## src/rtl/pipe_ctrl_pkg.sv

```systemverilog
// Shared encodings for the pipeline hazard controller: forward selects,
// control-action codes and the default register-address width.
package pipe_ctrl_pkg;

  localparam int REG_AW_DEF = 5;

  typedef enum logic [1:0] {
    FWD_RF    = 2'b00,
    FWD_EXMEM = 2'b01,
    FWD_MEMWB = 2'b10
  } fwd_sel_e;

  // One action per cycle, listed in priority order.
  typedef enum logic [2:0] {
    ACT_RESET   = 3'd0,
    ACT_HOLD    = 3'd1,
    ACT_FLUSH   = 3'd2,
    ACT_STALL   = 3'd3,
    ACT_ADVANCE = 3'd4
  } ctrl_act_e;

endpackage

```

## src/rtl/hazard_shadow_stage.sv

```systemverilog
// One shadow pipeline stage tracking {rd, wen, load} of the instruction it holds.
// Writes to r0 are never recorded as writes.
module hazard_shadow_stage #(
  parameter int AW = 5
) (
  input  logic          clk,
  input  logic          rst,
  input  logic          hold,
  input  logic          bubble,
  input  logic [AW-1:0] d_rd,
  input  logic          d_wen,
  input  logic          d_load,
  output logic [AW-1:0] rd,
  output logic          wen,
  output logic          load
);

  always_ff @(posedge clk) begin
    if (rst) begin
      rd   <= '0;
      wen  <= 1'b0;
      load <= 1'b0;
    end else if (hold) begin
      rd   <= rd;
      wen  <= wen;
      load <= load;
    end else if (bubble) begin
      rd   <= '0;
      wen  <= 1'b0;
      load <= 1'b0;
    end else begin
      rd   <= d_rd;
      wen  <= d_wen & (d_rd != '0);
      load <= d_load;
    end
  end

endmodule

```

## src/rtl/pipe_hazard_ctrl.sv

```systemverilog
// Pipeline hazard controller: stall/flush/hold decisions, EX operand forwarding
// selects and perf counters. Forwarding is enabled by PIPE_HAZARD_CTRL_FORWARDING_EN.
module pipe_hazard_ctrl
  import pipe_ctrl_pkg::*;
#(
  parameter int REG_AW = REG_AW_DEF,
  parameter int CNT_W  = 16
) (
  input  logic              clk,
  input  logic              rst,
  input  logic [REG_AW-1:0] id_rs,
  input  logic [REG_AW-1:0] id_rt,
  input  logic              id_use_rs,
  input  logic              id_use_rt,
  input  logic [REG_AW-1:0] id_rd,
  input  logic              id_wen,
  input  logic              id_load,
  input  logic              ex_br_taken,
  input  logic              mem_busy,
  output logic              pc_we,
  output logic              ifid_we,
  output logic              ifid_flush,
  output logic              idex_bubble,
  output logic              idex_we,
  output logic [1:0]        fwd_a,
  output logic [1:0]        fwd_b,
  output logic [CNT_W-1:0]  stall_cnt,
  output logic [CNT_W-1:0]  flush_cnt
);

  logic [REG_AW-1:0] ex_rd, mem_rd, wb_rd;
  logic              ex_wen, mem_wen, wb_wen;
  logic              ex_load, mem_load, wb_load;
  logic              sh_hold, ex_bubble;
  ctrl_act_e         act;
  logic              hazard;
  logic              a_ex, a_mem, a_wb, b_ex, b_mem, b_wb;
  logic              unused_bits;

  function automatic logic src_match(input logic use_s, input logic [REG_AW-1:0] addr,
                                     input logic [REG_AW-1:0] rd, input logic wen);
    return use_s && (addr != '0) && wen && (addr == rd);
  endfunction

  hazard_shadow_stage #(.AW(REG_AW)) u_ex (
    .clk(clk), .rst(rst), .hold(sh_hold), .bubble(ex_bubble),
    .d_rd(id_rd), .d_wen(id_wen), .d_load(id_load),
    .rd(ex_rd), .wen(ex_wen), .load(ex_load)
  );

  hazard_shadow_stage #(.AW(REG_AW)) u_mem (
    .clk(clk), .rst(rst), .hold(sh_hold), .bubble(1'b0),
    .d_rd(ex_rd), .d_wen(ex_wen), .d_load(ex_load),
    .rd(mem_rd), .wen(mem_wen), .load(mem_load)
  );

  hazard_shadow_stage #(.AW(REG_AW)) u_wb (
    .clk(clk), .rst(rst), .hold(sh_hold), .bubble(1'b0),
    .d_rd(mem_rd), .d_wen(mem_wen), .d_load(mem_load),
    .rd(wb_rd), .wen(wb_wen), .load(wb_load)
  );

  always_comb begin
    a_ex  = src_match(id_use_rs, id_rs, ex_rd,  ex_wen);
    a_mem = src_match(id_use_rs, id_rs, mem_rd, mem_wen);
    a_wb  = src_match(id_use_rs, id_rs, wb_rd,  wb_wen);
    b_ex  = src_match(id_use_rt, id_rt, ex_rd,  ex_wen);
    b_mem = src_match(id_use_rt, id_rt, mem_rd, mem_wen);
    b_wb  = src_match(id_use_rt, id_rt, wb_rd,  wb_wen);
  end

`ifdef PIPE_HAZARD_CTRL_FORWARDING_EN
  // Only a load still in EX cannot be bypassed; WB is assumed written through the RF.
  assign hazard      = ex_load & (a_ex | b_ex);
  assign unused_bits = ^{a_wb, b_wb, mem_load, wb_load, wb_rd, wb_wen};
`else
  assign hazard      = a_ex | a_mem | a_wb | b_ex | b_mem | b_wb;
  assign unused_bits = ^{mem_load, wb_load};
`endif

  always_comb begin
    act = ACT_ADVANCE;
    if (rst)              act = ACT_RESET;
    else if (mem_busy)    act = ACT_HOLD;
    else if (ex_br_taken) act = ACT_FLUSH;
    else if (hazard)      act = ACT_STALL;
  end

  always_comb begin
    pc_we       = 1'b1;
    ifid_we     = 1'b1;
    ifid_flush  = 1'b0;
    idex_bubble = 1'b0;
    idex_we     = 1'b1;
    sh_hold     = 1'b0;
    ex_bubble   = 1'b0;
    unique case (act)
      ACT_RESET: begin
        pc_we       = 1'b0;
        ifid_we     = 1'b0;
        ifid_flush  = 1'b1;
        idex_bubble = 1'b1;
      end
      ACT_HOLD: begin
        pc_we   = 1'b0;
        ifid_we = 1'b0;
        idex_we = 1'b0;
        sh_hold = 1'b1;
      end
      ACT_FLUSH: begin
        ifid_flush  = 1'b1;
        idex_bubble = 1'b1;
        ex_bubble   = 1'b1;
      end
      ACT_STALL: begin
        pc_we       = 1'b0;
        ifid_we     = 1'b0;
        idex_bubble = 1'b1;
        ex_bubble   = 1'b1;
      end
      default: ;
    endcase
  end

  always_ff @(posedge clk) begin
    if (rst) begin
      stall_cnt <= '0;
      flush_cnt <= '0;
    end else if (act == ACT_STALL && stall_cnt != '1) begin
      stall_cnt <= stall_cnt + 1'b1;
    end else if (act == ACT_FLUSH && flush_cnt != '1) begin
      flush_cnt <= flush_cnt + 1'b1;
    end
  end

`ifdef PIPE_HAZARD_CTRL_FORWARDING_EN
  logic [1:0] fwd_a_id, fwd_b_id;
  logic [1:0] fwd_a_q, fwd_b_q;

  // EX is the youngest producer, so it wins over MEM.
  always_comb begin
    fwd_a_id = FWD_RF;
    fwd_b_id = FWD_RF;
    if (a_ex)       fwd_a_id = FWD_EXMEM;
    else if (a_mem) fwd_a_id = FWD_MEMWB;
    if (b_ex)       fwd_b_id = FWD_EXMEM;
    else if (b_mem) fwd_b_id = FWD_MEMWB;
  end

  always_ff @(posedge clk) begin
    if (rst) begin
      fwd_a_q <= FWD_RF;
      fwd_b_q <= FWD_RF;
    end else begin
      unique case (act)
        ACT_ADVANCE: begin
          fwd_a_q <= fwd_a_id;
          fwd_b_q <= fwd_b_id;
        end
        ACT_FLUSH, ACT_STALL: begin
          fwd_a_q <= FWD_RF;
          fwd_b_q <= FWD_RF;
        end
        default: ;
      endcase
    end
  end

  assign fwd_a = fwd_a_q;
  assign fwd_b = fwd_b_q;
`else
  assign fwd_a = FWD_RF;
  assign fwd_b = FWD_RF;
`endif

endmodule

```

## config.mk

```make
export PLATFORM = sky130hd
export DESIGN_NAME = pipe_hazard_ctrl
export DESIGN_NICKNAME = d
export VERILOG_FILES = /design/src/rtl/pipe_ctrl_pkg.sv /design/src/rtl/hazard_shadow_stage.sv /design/src/rtl/pipe_hazard_ctrl.sv
export SDC_FILE = /design/constraint.sdc
export NUM_CORES = 1
export LEC_CHECK = 0
export ABC_CLOCK_PERIOD_IN_PS = 5300
export BUFFER_PORTS_ARGS = -buffer_cell sky130_fd_sc_hd__buf_2
export CAP_MARGIN = 10
export CORE_MARGIN = 2
export CORE_UTILIZATION = 30
export CTS_CLUSTER_SIZE = 10
export DETAILED_ROUTE_END_ITERATION = 7
export MAX_ROUTING_LAYER = met4
export SYNTH_ARGS = -nofsm -noshare
export SYNTH_HDL_FRONTEND = slang
export SYNTH_SLANG_ARGS = --single-unit
```

## constraint.sdc

```tcl
create_clock -name clk -period 5.3 [get_ports clk]
set_input_delay 1.06 -clock clk [delete_from_list [all_inputs] [get_ports clk]]
set_output_delay 1.06 -clock clk [all_outputs]
set_load 0.02 [all_outputs]
```

## After elaboration in Yosys (flattened, before gate mapping)

Cells that the tools add are included.

- Bits in registers: 50
- Bits of input ports: 23

- Equality and inequality tests: 11
- Bitwise logic cells: 9
- Add/sub/neg operators: 2
- Reduce and logical (&&, ||, !) cells: 27
- Multiplexer cells: 12

Operators with widths:

| operator | count |
|---|---|
| 16-bit by 1-bit adder with 16-bit output, second input constant | 2 |
| 16-bit inequality test, second input constant | 2 |
| 5-bit equality test | 6 |
| 5-bit nonzero test | 5 |
| 1-bit logical AND | 16 |
| 3-bit two-way mux | 4 |
| 1-bit two-way mux | 7 |
| 3-bit by 2-bit equality test with 1-bit output, second input constant | 2 |
| 3-bit OR reduction | 2 |
| 5-bit two-way mux | 1 |
| 1-bit OR | 5 |
| 2-bit OR reduction | 2 |
| 1-bit bitwise AND | 3 |
| 3-bit by 1-bit equality test with 1-bit output, second input constant | 1 |
| 3-bit logical NOT | 1 |
| 2-bit AND reduction | 1 |
| 1-bit NOT | 1 |

## Logic depth before layout (Yosys ltp)

Gate-level depths: netlist of run 1.

- Depth after elaboration: 17
- Depth in mapped cells: 9

## Cells and area by module

From an unflattened synthesis of run 1, not the netlist that was laid out.

- Cells, all modules: 316
- Area total of the unflattened synthesis: 2772.7 um^2

Modules (own cells, without submodules):

| module | cells each | area an instance (um^2) | times used |
|---|---|---|---|
| pipe_hazard_ctrl | 235 | 2021.9 | 1 |
| hazard_shadow_stage | 27 | 250.2 | 3 |

## Worst setup path before layout of run 1

No wires, ideal clock.

- Kind: in2out
- Start: in id_rs[1]
- End: out pc_we
- Buffers on the path: 1
- Setup slack: 1459 ps
- Arrival time: 2781 ps
- Stages on the path: 5
- Cell sequence: or4_1 -> o21ai_0 -> o22ai_1 -> a211oi_1 -> buf_4

- Longest elaborated chain between the ends: 16
- Elaborated cells between the ends (all ways): 25

Ends and longest elaborated chain:

| what | RTL line | RTL |
|---|---|---|
| from (decl) | pipe_hazard_ctrl.sv:11 | `input logic [REG_AW-1:0] id_rs,` |
| 5-bit nonzero test | pipe_hazard_ctrl.sv:42 | `return use_s && (addr != '0) && wen && (addr == rd);` |
| 1-bit logical AND (3 in series) | pipe_hazard_ctrl.sv:42 |  |
| 1-bit OR | pipe_hazard_ctrl.sv:77 | `assign hazard = a_ex \| a_mem \| a_wb \| b_ex \| b_mem \| b_wb;` |
| 1-bit OR (*) (4 in series) | pipe_hazard_ctrl.sv:77 |  |
| 3-bit two-way mux (*) | pipe_hazard_ctrl.sv:86 | `else if (hazard) act = ACT_STALL;` |
| 3-bit two-way mux (*) | pipe_hazard_ctrl.sv:85 | `else if (ex_br_taken) act = ACT_FLUSH;` |
| 3-bit two-way mux (*) | pipe_hazard_ctrl.sv:84 | `else if (mem_busy) act = ACT_HOLD;` |
| 3-bit two-way mux (*) | pipe_hazard_ctrl.sv:83 | `if (rst) act = ACT_RESET;` |
| 3-bit by 2-bit equality test with 1-bit output (tied with other cells) | n/a |  |
| 3-bit OR reduction (no source line) (*) | n/a |  |
| 1-bit two-way mux (*) | n/a |  |
| to (decl) | pipe_hazard_ctrl.sv:20 | `output logic pc_we,` |

Mark *: on every way between the ends. The rest lies on a longest branch, timed or not.

## Worst setup path after layout of run 1

- Start: in id_rs[1]
- End: out ifid_we

- Longest elaborated chain between the ends: 16
- Elaborated cells between the ends (all ways): 25

Ends and longest elaborated chain:

| what | RTL line | RTL |
|---|---|---|
| 5-bit nonzero test | pipe_hazard_ctrl.sv:42 |  |
| 1-bit logical AND (3 in series) | pipe_hazard_ctrl.sv:42 |  |
| 1-bit OR | pipe_hazard_ctrl.sv:77 |  |
| 1-bit OR (*) (4 in series) | pipe_hazard_ctrl.sv:77 |  |
| 3-bit two-way mux (*) | pipe_hazard_ctrl.sv:86 |  |
| 3-bit two-way mux (*) | pipe_hazard_ctrl.sv:85 |  |
| 3-bit two-way mux (*) | pipe_hazard_ctrl.sv:84 |  |
| 3-bit two-way mux (*) | pipe_hazard_ctrl.sv:83 |  |
| 3-bit by 2-bit equality test with 1-bit output (tied with other cells) | pipe_hazard_ctrl.sv:97 | `unique case (act)` |
| 3-bit OR reduction (no source line) (*) | n/a |  |
| 1-bit two-way mux (*) | pipe_hazard_ctrl.sv:97 |  |
| to (decl) | pipe_hazard_ctrl.sv:21 | `output logic ifid_we,` |

Marks and branches as above.

==> summary.md, run 1 <==
| Metric | Value |
|---|---|
| Final Util | 35.9% |
| Yosys reg bits | 50 |
| DRC | 0 |
| Syn avg cell area | 8.60 sq um |
| Final max-slew violation count | 0 |
| Max Clk Rate | 250 MHz |
| Syn Inst Count | 311 |
| Setup-failing EPs final | 0 |
| Post-synth design cell area | 0.00268 sq mm |
| Outcome | finished clean |
| WP data arrival | 2940 ps |
| Post-Route WL | 6.35 mm |
| Post-place setup slack | 1340 ps |
| CTS H-tree depth | 2 |
| Hold Buf Count CTS | 0 |
| Clock transition at path regs | 90 ps |
| Worst-Margin Slew | 717 ps |
| Final Hold Vio Count | 0 |
| Post-synthesis sequential area ratio | 37.4% |
| Die area | 0.00969 sq mm |
| Area Growth Syn to Fin | 16.6% |
| Dominant cell type by area after synthesis | dfxtp_1 |
| Most used cell, CP | buf_2 |
| RSZ-0062 raised after global routing | false |
| CTS root buf | clkbuf_8 |
| Nets | 390 |
| Top cell type's share of synthesized area | 37.4% |
| Vias in the first global route | 2212 |
| Maximum clock path buffer count | 2 |
| Post-synth EDFFs | 0 |
| Layout Skew | 9.30 ps |
| Tot GR Track Use | 13.8% |
| Fin crit period | 4000 ps |
| CP startpoint kind | primary input |
| Slack of the critical path | 1300 ps |
| Synth area leaders | dfxtp_1 (37%), xor2_1 (9.5%), nor2_1 (6.6%) |
| Die X | 98.4 um |
| Total power | 0.671 mW |
| Placed Cells | 466 |
| Postcts setup bufs | 0 |
| Initial DRT Pass Iterations | 4 |
| Hold Crit Class | flop to flop |
| Die Y-Extent | 98.4 um |
| Avg WL per Cell | 13.4 um |
| Clk sink count | 50 |
| Crit path kind | primary input to primary output |
| Lkg Pwr | 1.41 nW |
| Max Cap Viol | 0 |
| Worst path cell trace | buf_2, or4_1, o21ai_0, o22ai_1, a211oi_1, buf_2 |
| Antenna fix cells | 0 |
| Antenna violations before repair | 0 |
| Antenna viol nets, final | 0 |
| Fin Setup TNS | 0 ps |
| Ys flop type | dfxtp_1 |
| Row cnt | 34 |
| Period utilisation layout | 75.5% |
| Core area | 0.00868 sq mm |
| Num CTS Buffers | 5 |
| Largest net degree at the start of global routing | 31 |
| Max VDD drop | 0.0913 mV |
| Final RePlAce weighted congestion | 0.850 |
| Skew-Pair Late Insertion Delay | 300 ps |
| Synth cell types | 47 |
| Layout Cells excl Fill | 474 |
| Port buffer count | 58 |
| CTS tree | built |
| Req. time, crit path | 4240 ps |
| Post-CTS Resized | 0 |
| Worst path max stage delay | 510 ps |
| First-pass GRT wire length | 10.7 mm |
| Slew Limit Headroom | 52.1% |
| IO Pins | 64 |
| Power Dens Cells | 215 mW/mm^2 |
| Fillers | 933 |
| Worst-path maximum fanout | 4 |
| Fraction of registers with async set or reset after synthesis | 0% |
| Synth warn | 0 |
| Remaining Overflow, GRT | 0 |
| CP max stage cell | or4_1 |
| DR iter-0 viols | 68 |
| Starting density of the core | 30.8% |
| Dpl hpwl | 4.69 mm |
| Vias per cell | 4.99 |
| Vias | 2365 |
| Critical path endpoint category | primary output |
| Layout cells sized above 1 | 19.7% |
## state kept, by name, indices dropped and copies added, names as in the netlist
register   cells
flush_cnt     16
stall_cnt     16
u_ex.rd        5
u_ex.wen       1
u_mem.rd       5
u_mem.wen      1
u_wb.rd        5
u_wb.wen       1
## stage by stage
step	instance area (sq um)	hold WS (ps)
finish	3120	475
global route	3120	529
CTS	3120	475
detailed placement	3030	461
global placement	3030	458
floorplan	2690	436
## cell usage in the layout (no fill, tap or decap), types with 6 or more instances in the layout
cell / netlist / routed
xor2_1: 29 / 29
or3_1: 6 / 6
nor2b_1: 6 / 6
nand2_1: 19 / 19
nor2_1: 47 / 47
dfxtp_1: 50 / 50
nand4_1: 7 / 7
o21ai_0: 7 / 7
a21oi_1: 13 / 13
mux2i_1: 10 / 10
nor3_1: 7 / 7
nand3_1: 7 / 7
buf_2: 0 / 58
xnor2_1: 15 / 15
mux2_1: 6 / 6
and3_1: 10 / 10
nor4_1: 6 / 6
## power breakdown
| group | switching (mW) | total [mW] | internal [mW] |
|---|---|---|---|
| Combinational | 0.0373 | 0.0609 | 0.0236 |
| Clock | 0.132 | 0.226 | 0.0936 |
| Sequential | 0.00558 | 0.385 | 0.379 |
| Total | 0.175 | 0.671 | 0.496 |
## layer usage
| metal | part of all wire, % | vias up | wire length (um) | track usage [%] |
|---|---|---|---|---|
| met4 | 1.7 | 0 | 110 | 4.43 |
| li1 | - | 1186 | - | - |
| met2 | 46 | 48 | 2940 | 21.6 |
| met5 | 0 | - | 0 | - |
| met1 | 48 | 1122 | 3050 | 18.2 |
| met3 | 4.0 | 9 | 252 | 2.27 |
## worst paths after layout
| kind | startpoint | end | slack [ps] | cells past startpoint |
|---|---|---|---|---|
| setup / recovery | id_rs[1] | ifid_we | 1300 | 6 |
| hold / removal | u_wb.wen | u_wb.wen | 470 | 2 |
| setup reg to reg | stall_cnt[2] | stall_cnt[9] | 2930 | 7 |
| hold reg to reg | u_wb.wen | u_wb.wen | 470 | 2 |
## synthesized netlist by cell type, types with 5 or more instances
| library cell | instances |
|---|---|
| nand2_1 | 19 |
| nor4_1 | 6 |
| mux2i_1 | 10 |
| a21oi_1 | 13 |
| o21ai_0 | 7 |
| nand3_1 | 7 |
| xor2_1 | 29 |
| nor3_1 | 7 |
| nand4_1 | 7 |
| nor2b_1 | 6 |
| xnor2_1 | 15 |
| or3_1 | 6 |
| and3_1 | 10 |
| inv_1 | 5 |
| dfxtp_1 | 50 |
| buf_4 | 6 |
| a22o_1 | 5 |
| nor2_1 | 47 |
| mux2_1 | 6 |
## critical path: cells and delay by family
kind	cells	cell delay [ps]
AO/OA/AOI/OAI	3	1000
buffers and inverters	2	380
AND/OR/NAND/NOR	1	510
## final cells by class
class / instances / area, sq um / share of cell area, %
Clock buffer: 6 / 72.6 / 2.33
Clock inverter: 2 / 13.8 / 0.441
Inverter: 5 / 18.8 / 0.602
Multi-Input combinational cell: 244 / 1580 / 50.7
Sequential cell: 50 / 1000 / 32.1
Tap cell: 108 / 135 / 4.33
Timing Repair Buffer: 59 / 298 / 9.55
## logic make-up (layout without fill, tap and decap cells)
| family | Yosys count | count (layout) | synth area share [%] |
|---|---|---|---|
| adders and majority gates | 2 | 2 | 0.935 |
| and+or+nand+nor | 136 | 136 | 26.4 |
| muxes | 16 | 16 | 6.27 |
| AOI/OAI and AO/OA | 42 | 42 | 10.5 |
| other | 1 | 4 | 0.140 |
| buffers and inverters | 20 | 72 | 3.93 |
| DFF | 50 | 50 | 37.4 |
| xor gates and xnor gates | 44 | 44 | 14.4 |
Note: power is estimated with default switching activity, not from simulation.
==> run 2: changes to the inputs <==
Settings changed: ABC_CLOCK_PERIOD_IN_PS 5300 to 4200.
Clock period 5.3 ns to 4.2 ns, I/O delays scaled along.
==> summary.md, run 2 (same netlist as run 1, synthesis figures left out) <==
| Metric | Value |
|---|---|
| Port buffer count | 58 (unchanged) |
| Largest registers | flush_cnt x16, stall_cnt x16 |
| P_int | 0.687 mW (+38%) |
| WP data arrival | 2720 ps (-220 ps) |
| Most used cell, CP | buf_2 |
| Most common cell after layout, fill and taps aside | buf_2 |
| Fin crit period | 3560 ps |
| Combinational share of power | 8.4% (-0.7 points) |
| CTS tree | built |
| Nets | 390 (unchanged) |
| Worst path cell trace | buf_2, or4_1, o21ai_0, o22ai_1, a211oi_1, buf_2 |
| Setup-failing EPs final | 0 (unchanged) |
| Critical path endpoint category | primary output |
| Starting density of the core | 30.8% (unchanged) |
| RSZ-0062 raised after global routing | false |
| Vias | 2328 (-1.6%) |
| Clock transition at path regs | 90 ps (about the same) |
| Worst Path Buf+Inv | 2 (unchanged) |
| Layout cells sized above 1 | 19.9% (+0.27 points) |
| Worst path depth | 6 (unchanged) |
| DR iter-0 viols | 76 (+12%) |
| Final max-slew violation count | 0 (unchanged) |
| Dpl hpwl | 4.66 mm (-0.49%) |
| Worst path max stage delay | 510 ps (about the same) |
| Period utilisation layout | 84.7% |
| Hold Buf Count CTS | 0 (unchanged) |
| Max Cap Viol | 0 (unchanged) |
| Antenna viol nets, final | 0 (unchanged) |
| Worst-Margin Slew | 652 ps (-65.5 ps) |
| Post-place setup slack | 698 ps (-644 ps) |
| Clk sink count | 50 (unchanged) |
| CTS H-tree depth | 2 (unchanged) |
| Fillers | 912 (-2.3%) |
| Power Dens Cells | 289 mW/mm^2 (+34%) |
| Outcome | finished clean |
| Initial DRT Pass Iterations | 4 (unchanged) |
| Remaining Overflow, GRT | 0 (unchanged) |
| Vias in the first global route | 2186 (-1.2%) |
| Avg WL per Cell | 13.2 um (-1.7%) |
| Hold Crit Depth | 2 (unchanged) |
| Final Hold Vio Count | 0 (unchanged) |
| Largest net degree at the start of global routing | 36 (+16%) |
| Post-CTS Resized | 0 (unchanged) |
| First-pass GRT wire length | 10.6 mm (-1.6%) |
| Family with the most delay on the worst path | compound AO/OA/AOI/OAI gates |
| Slew Limit Headroom | 56.5% (+4.4 points) |
| DRC | 0 (unchanged) |
| Clock power frac | 38.2% (+4.6 points) |
| Sw power | 0.223 mW (+27%) |
| Area Growth Syn to Fin | 17.6% |
| Part of the power in registers | 53.4% (-3.9 points) |
| IO Pins | 64 (unchanged) |
| Antenna violations before repair | 0 (unchanged) |
| Final RePlAce weighted congestion | 0.853 (+0.34%) |
| Sw Share | 24.5% (-1.6 points) |
| Commonest cells after routing, fill and taps aside | buf_2 (58), dfxtp_1 (50), nor2_1 (47), xor2_1 (29), nand2_1 (19) |
| Vias per cell | 4.91 (-1.6%) |
| Tot GR Track Use | 13.7% (-0.11 points) |
| Layout Skew | 7.60 ps (-1.71 ps) |
| Core area | 0.00868 sq mm (unchanged) |
| Max VDD drop | 0.207 mV (+130%) |
| CP max stage cell | or4_1 |
| Die X | 98.4 um (unchanged) |
| Crit path kind | primary input to primary output |
| Slack of the critical path | 645 ps (-656 ps) |
| Hold Crit Class | flop to flop |
| Post-Route WL | 6.24 mm (-1.7%) |
| Num CTS Buffers | 5 (unchanged) |
| Die area | 0.00969 sq mm (unchanged) |
| Worst-path maximum fanout | 4 (unchanged) |
| Max Clk Rate | 281 MHz |
| CTS root buf | clkbuf_8 |
| Fin Setup TNS | 0 ps (unchanged) |
| Row cnt | 34 (unchanged) |
| Die Y-Extent | 98.4 um (unchanged) |
| Skew-Pair Late Insertion Delay | 310 ps (about the same) |
| Maximum clock path buffer count | 2 (unchanged) |
| CP startpoint kind | primary input |
| Antenna fix cells | 0 (unchanged) |
| Reg2Reg Depth | 7 (unchanged) |
| Req. time, crit path | 3360 ps (-880 ps) |
| Postcts setup bufs | 0 (unchanged) |
| Lkg Pwr | 1.42 nW (+0.95%) |
## run 2: layer usage
layer,vias to the layer above,routed length [um],GRT usage [%]
met1,1084,2950,17.3
met5,-,0,-
met2,57,2900,22.1
li1,1179,-,-
met3,8,283,2.41
met4,0,107,4.64
## run 2: path summary, 6_finish.rpt
path / start / end / slack, ps
max: id_rs[1] / ifid_we / 640
min: u_wb.wen / u_wb.wen / 490
max reg2reg: stall_cnt[2] / stall_cnt[9] / 1810
min reg2reg: u_wb.wen / u_wb.wen / 490
## run 2: power by group through the flow
stage	Sequential [mW]	Combinational [mW]	Clock, mW
after global placement	0.496	0.0762	0
after global routing	0.487	0.0849	0.381
after floorplan	0.495	0.0510	0
after detailed placement	0.496	0.0769	0
after CTS	0.485	0.0772	0.363
final	0.485	0.0768	0.347
## run 2: worst reg2reg max path, delay by kind of cell (launching register included)
kind | cells | cell delay (ps)
DFF | 1 | 440
AOI/OAI and AO/OA | 2 | 570
muxes | 1 | 310
and+or+nand+nor | 4 | 970
## run 2: layout make-up
type	instances	area, sq um	share of cell area [%]
tap	108	135	4.30
sequential	50	1000	31.8
multi-input combinational	244	1580	50.2
timing repair buffer	59	298	9.47
clock inverter	3	43.8	1.39
inverter	5	18.8	0.597
clock buffer	5	68.8	2.19
## run 2: per-stage QoR
stage                     power [mW]  std cells  hold slack [ps]  area, sq um  utilization [%]
final                          0.909        474              488         3150             36.2
after global routing           0.953        474              506         3150             36.2
after CTS                      0.926        474              481         3150             36.2
after detailed placement       0.573        466              470         3030             34.9
after global placement         0.572        466              462         3030             34.9
after floorplan                0.546        314              436         2690                -
==> run 3: changes to the inputs <==
Settings changed: ABC_CLOCK_PERIOD_IN_PS 4200 to 3040.
Clock period 4.2 ns to 3.04 ns, I/O delays scaled along.
==> summary.md, run 3 (same netlist as run 1, synthesis figures left out) <==
| Metric | Value |
|---|---|
| Outcome | finished clean |
| WP data arrival | 2250 ps (-470 ps) |
| Setup-failing EPs final | 0 (unchanged) |
| Min Hold Slack | 497 ps (+9.71 ps) |
| DR iter-0 viols | 82 (+7.9%) |
| DRC | 0 (unchanged) |
| Antenna violations before repair | 0 (unchanged) |
| Post-place setup slack | 79.0 ps (-619 ps) |
| CTS tree | built |
| Max VDD drop | 0.264 mV (+28%) |
| Postcts setup bufs | 0 (unchanged) |
| Final max-slew violation count | 0 (unchanged) |
| Clock transition at path regs | 90 ps (about the same) |
| Final RePlAce weighted congestion | 0.815 (-4.4%) |
| Avg WL per Cell | 13.6 um (+3.2%) |
| Placed cell area | 0.00306 sq mm (+0.74%) |
| Layout cells sized above 1 | 20.9% (+0.92 points) |
| Crit path kind | primary input to primary output |
| Commonest cells after routing, fill and taps aside | buf_2 (58), dfxtp_1 (50), nor2_1 (47), xor2_1 (29), nand2_1 (19) |
| Row cnt | 34 (unchanged) |
| Initial DRT Pass Iterations | 4 (unchanged) |
| CTS H-tree depth | 2 (unchanged) |
| Maximum clock path buffer count | 2 (unchanged) |
| CP startpoint kind | primary input |
| Slack of the critical path | 181 ps (-463 ps) |
| Die X | 98.4 um (unchanged) |
| Largest registers | flush_cnt x16, stall_cnt x16 |
| Layout Skew | 16.9 ps (+9.26 ps) |
| Remaining Overflow, GRT | 0 (unchanged) |
| Req. time, crit path | 2430 ps (-930 ps) |
| Final Hold Vio Count | 0 (unchanged) |
| Die Y-Extent | 98.4 um (unchanged) |
| Fin crit period | 2860 ps |
| Largest net degree at the start of global routing | 32 (-11%) |
| Power Dens Cells | 402 mW/mm^2 (+39%) |
| CTS root buf | clkbuf_8 |
| Num CTS Buffers | 5 (unchanged) |
| Hold Buf Count CTS | 0 (unchanged) |
| Worst-Margin Slew | 651 ps (-0.994 ps) |
| Starting density of the core | 30.8% (unchanged) |
| Area Growth Syn to Fin | 18.8% |
| Vias per cell | 4.94 (+0.61%) |
| RSZ-0062 raised after global routing | false |
| IO Pins | 64 (unchanged) |
| Post-Route WL | 6.48 mm (+3.8%) |
| Most common cell after layout, fill and taps aside | buf_2 |
| Dpl hpwl | 4.81 mm (+3.1%) |
| Max Cap Viol | 0 (unchanged) |
| Fin Setup TNS | 0 ps (unchanged) |
| Tot GR Track Use | 13.9% (+0.25 points) |
| Max Clk Rate | 350 MHz |
| Clk sink count | 50 (unchanged) |
| Lkg Pwr | 1.44 nW (+0.99%) |
| Period utilisation layout | 94.0% |
| Port buffer count | 58 (unchanged) |
| First-pass GRT wire length | 10.8 mm (+2.3%) |
| Hold Crit Class | flop to flop |
| Antenna viol nets, final | 0 (unchanged) |
| Slew Limit Headroom | 56.5% (+0.067 points) |
| Critical path endpoint category | primary output |
| Nets | 393 (+0.77%) |
| Die area | 0.00969 sq mm (unchanged) |
| Vias in the first global route | 2246 (+2.7%) |
| Skew-Pair Late Insertion Delay | 320 ps (about the same) |
| Final instance area | 0.00318 sq mm (+1.0%) |
| Vias | 2357 (+1.2%) |
| Post-CTS Resized | 0 (unchanged) |
| Core area | 0.00868 sq mm (unchanged) |
| Antenna fix cells | 0 (unchanged) |
| Worst-path maximum fanout | 4 (unchanged) |
run 3: cell types whose count changed in the layout (fill, tap and decap cells not counted):
cell        before  now
clkinv_2         1    0
clkinvlp_4       0    1
buf_4            1    4
a211oi_2         0    1
a211oi_1         1    0
inv_6            1    0
inv_8            0    1
run 3: metrics by stage:
| stage | power (mW) | cells | utilization (%) |
|---|---|---|---|
| 6_report | 1.28 | 477 | 36.6 |
| 5_1_grt | 1.33 | 477 | 36.6 |
| 2_1_floorplan | 0.754 | 314 | - |
| 3_3_place_gp | 0.793 | 469 | 35.2 |
| 4_1_cts | 1.30 | 477 | 36.6 |
| 3_5_place_dp | 0.795 | 469 | 35.2 |
run 3: worst max-delay path, cell delays in order:
cell and delay [ps]:
buf_2 130, or4_1 500, o21ai_0 280, o22ai_1 190, a211oi_2 310, buf_2 230
run 3: layout make-up:
class | count | area, sq um
clock inverters | 3 | 48.8
fillers | 912 | 5500
well taps | 108 | 135
inverters | 5 | 18.8
repair buffers | 62 | 320
flip-flops and latches | 50 | 1000
clock buffers | 5 | 68.8
multi-input cells | 244 | 1590
run 3: power by group:
part / internal [mW] / switching [mW]
Combinational: 0.0432 / 0.0659
Sequential: 0.661 / 0.0101
Clock: 0.251 / 0.247
Total: 0.955 / 0.323
run 3: final timing paths:
kind,from,to,slack (ps),cells past startpoint
max,id_rs[1],pc_we,180,6
min,u_mem.wen,u_mem.wen,500,2
max reg2reg,stall_cnt[2],stall_cnt[9],620,7
min reg2reg,u_mem.wen,u_mem.wen,500,2
run 3: routing by layer:
metal	GRT usage, %	routed length [um]
met5	-	0
met4	4.85	121
met3	2.48	273
met2	22.8	3080
met1	17.3	3010
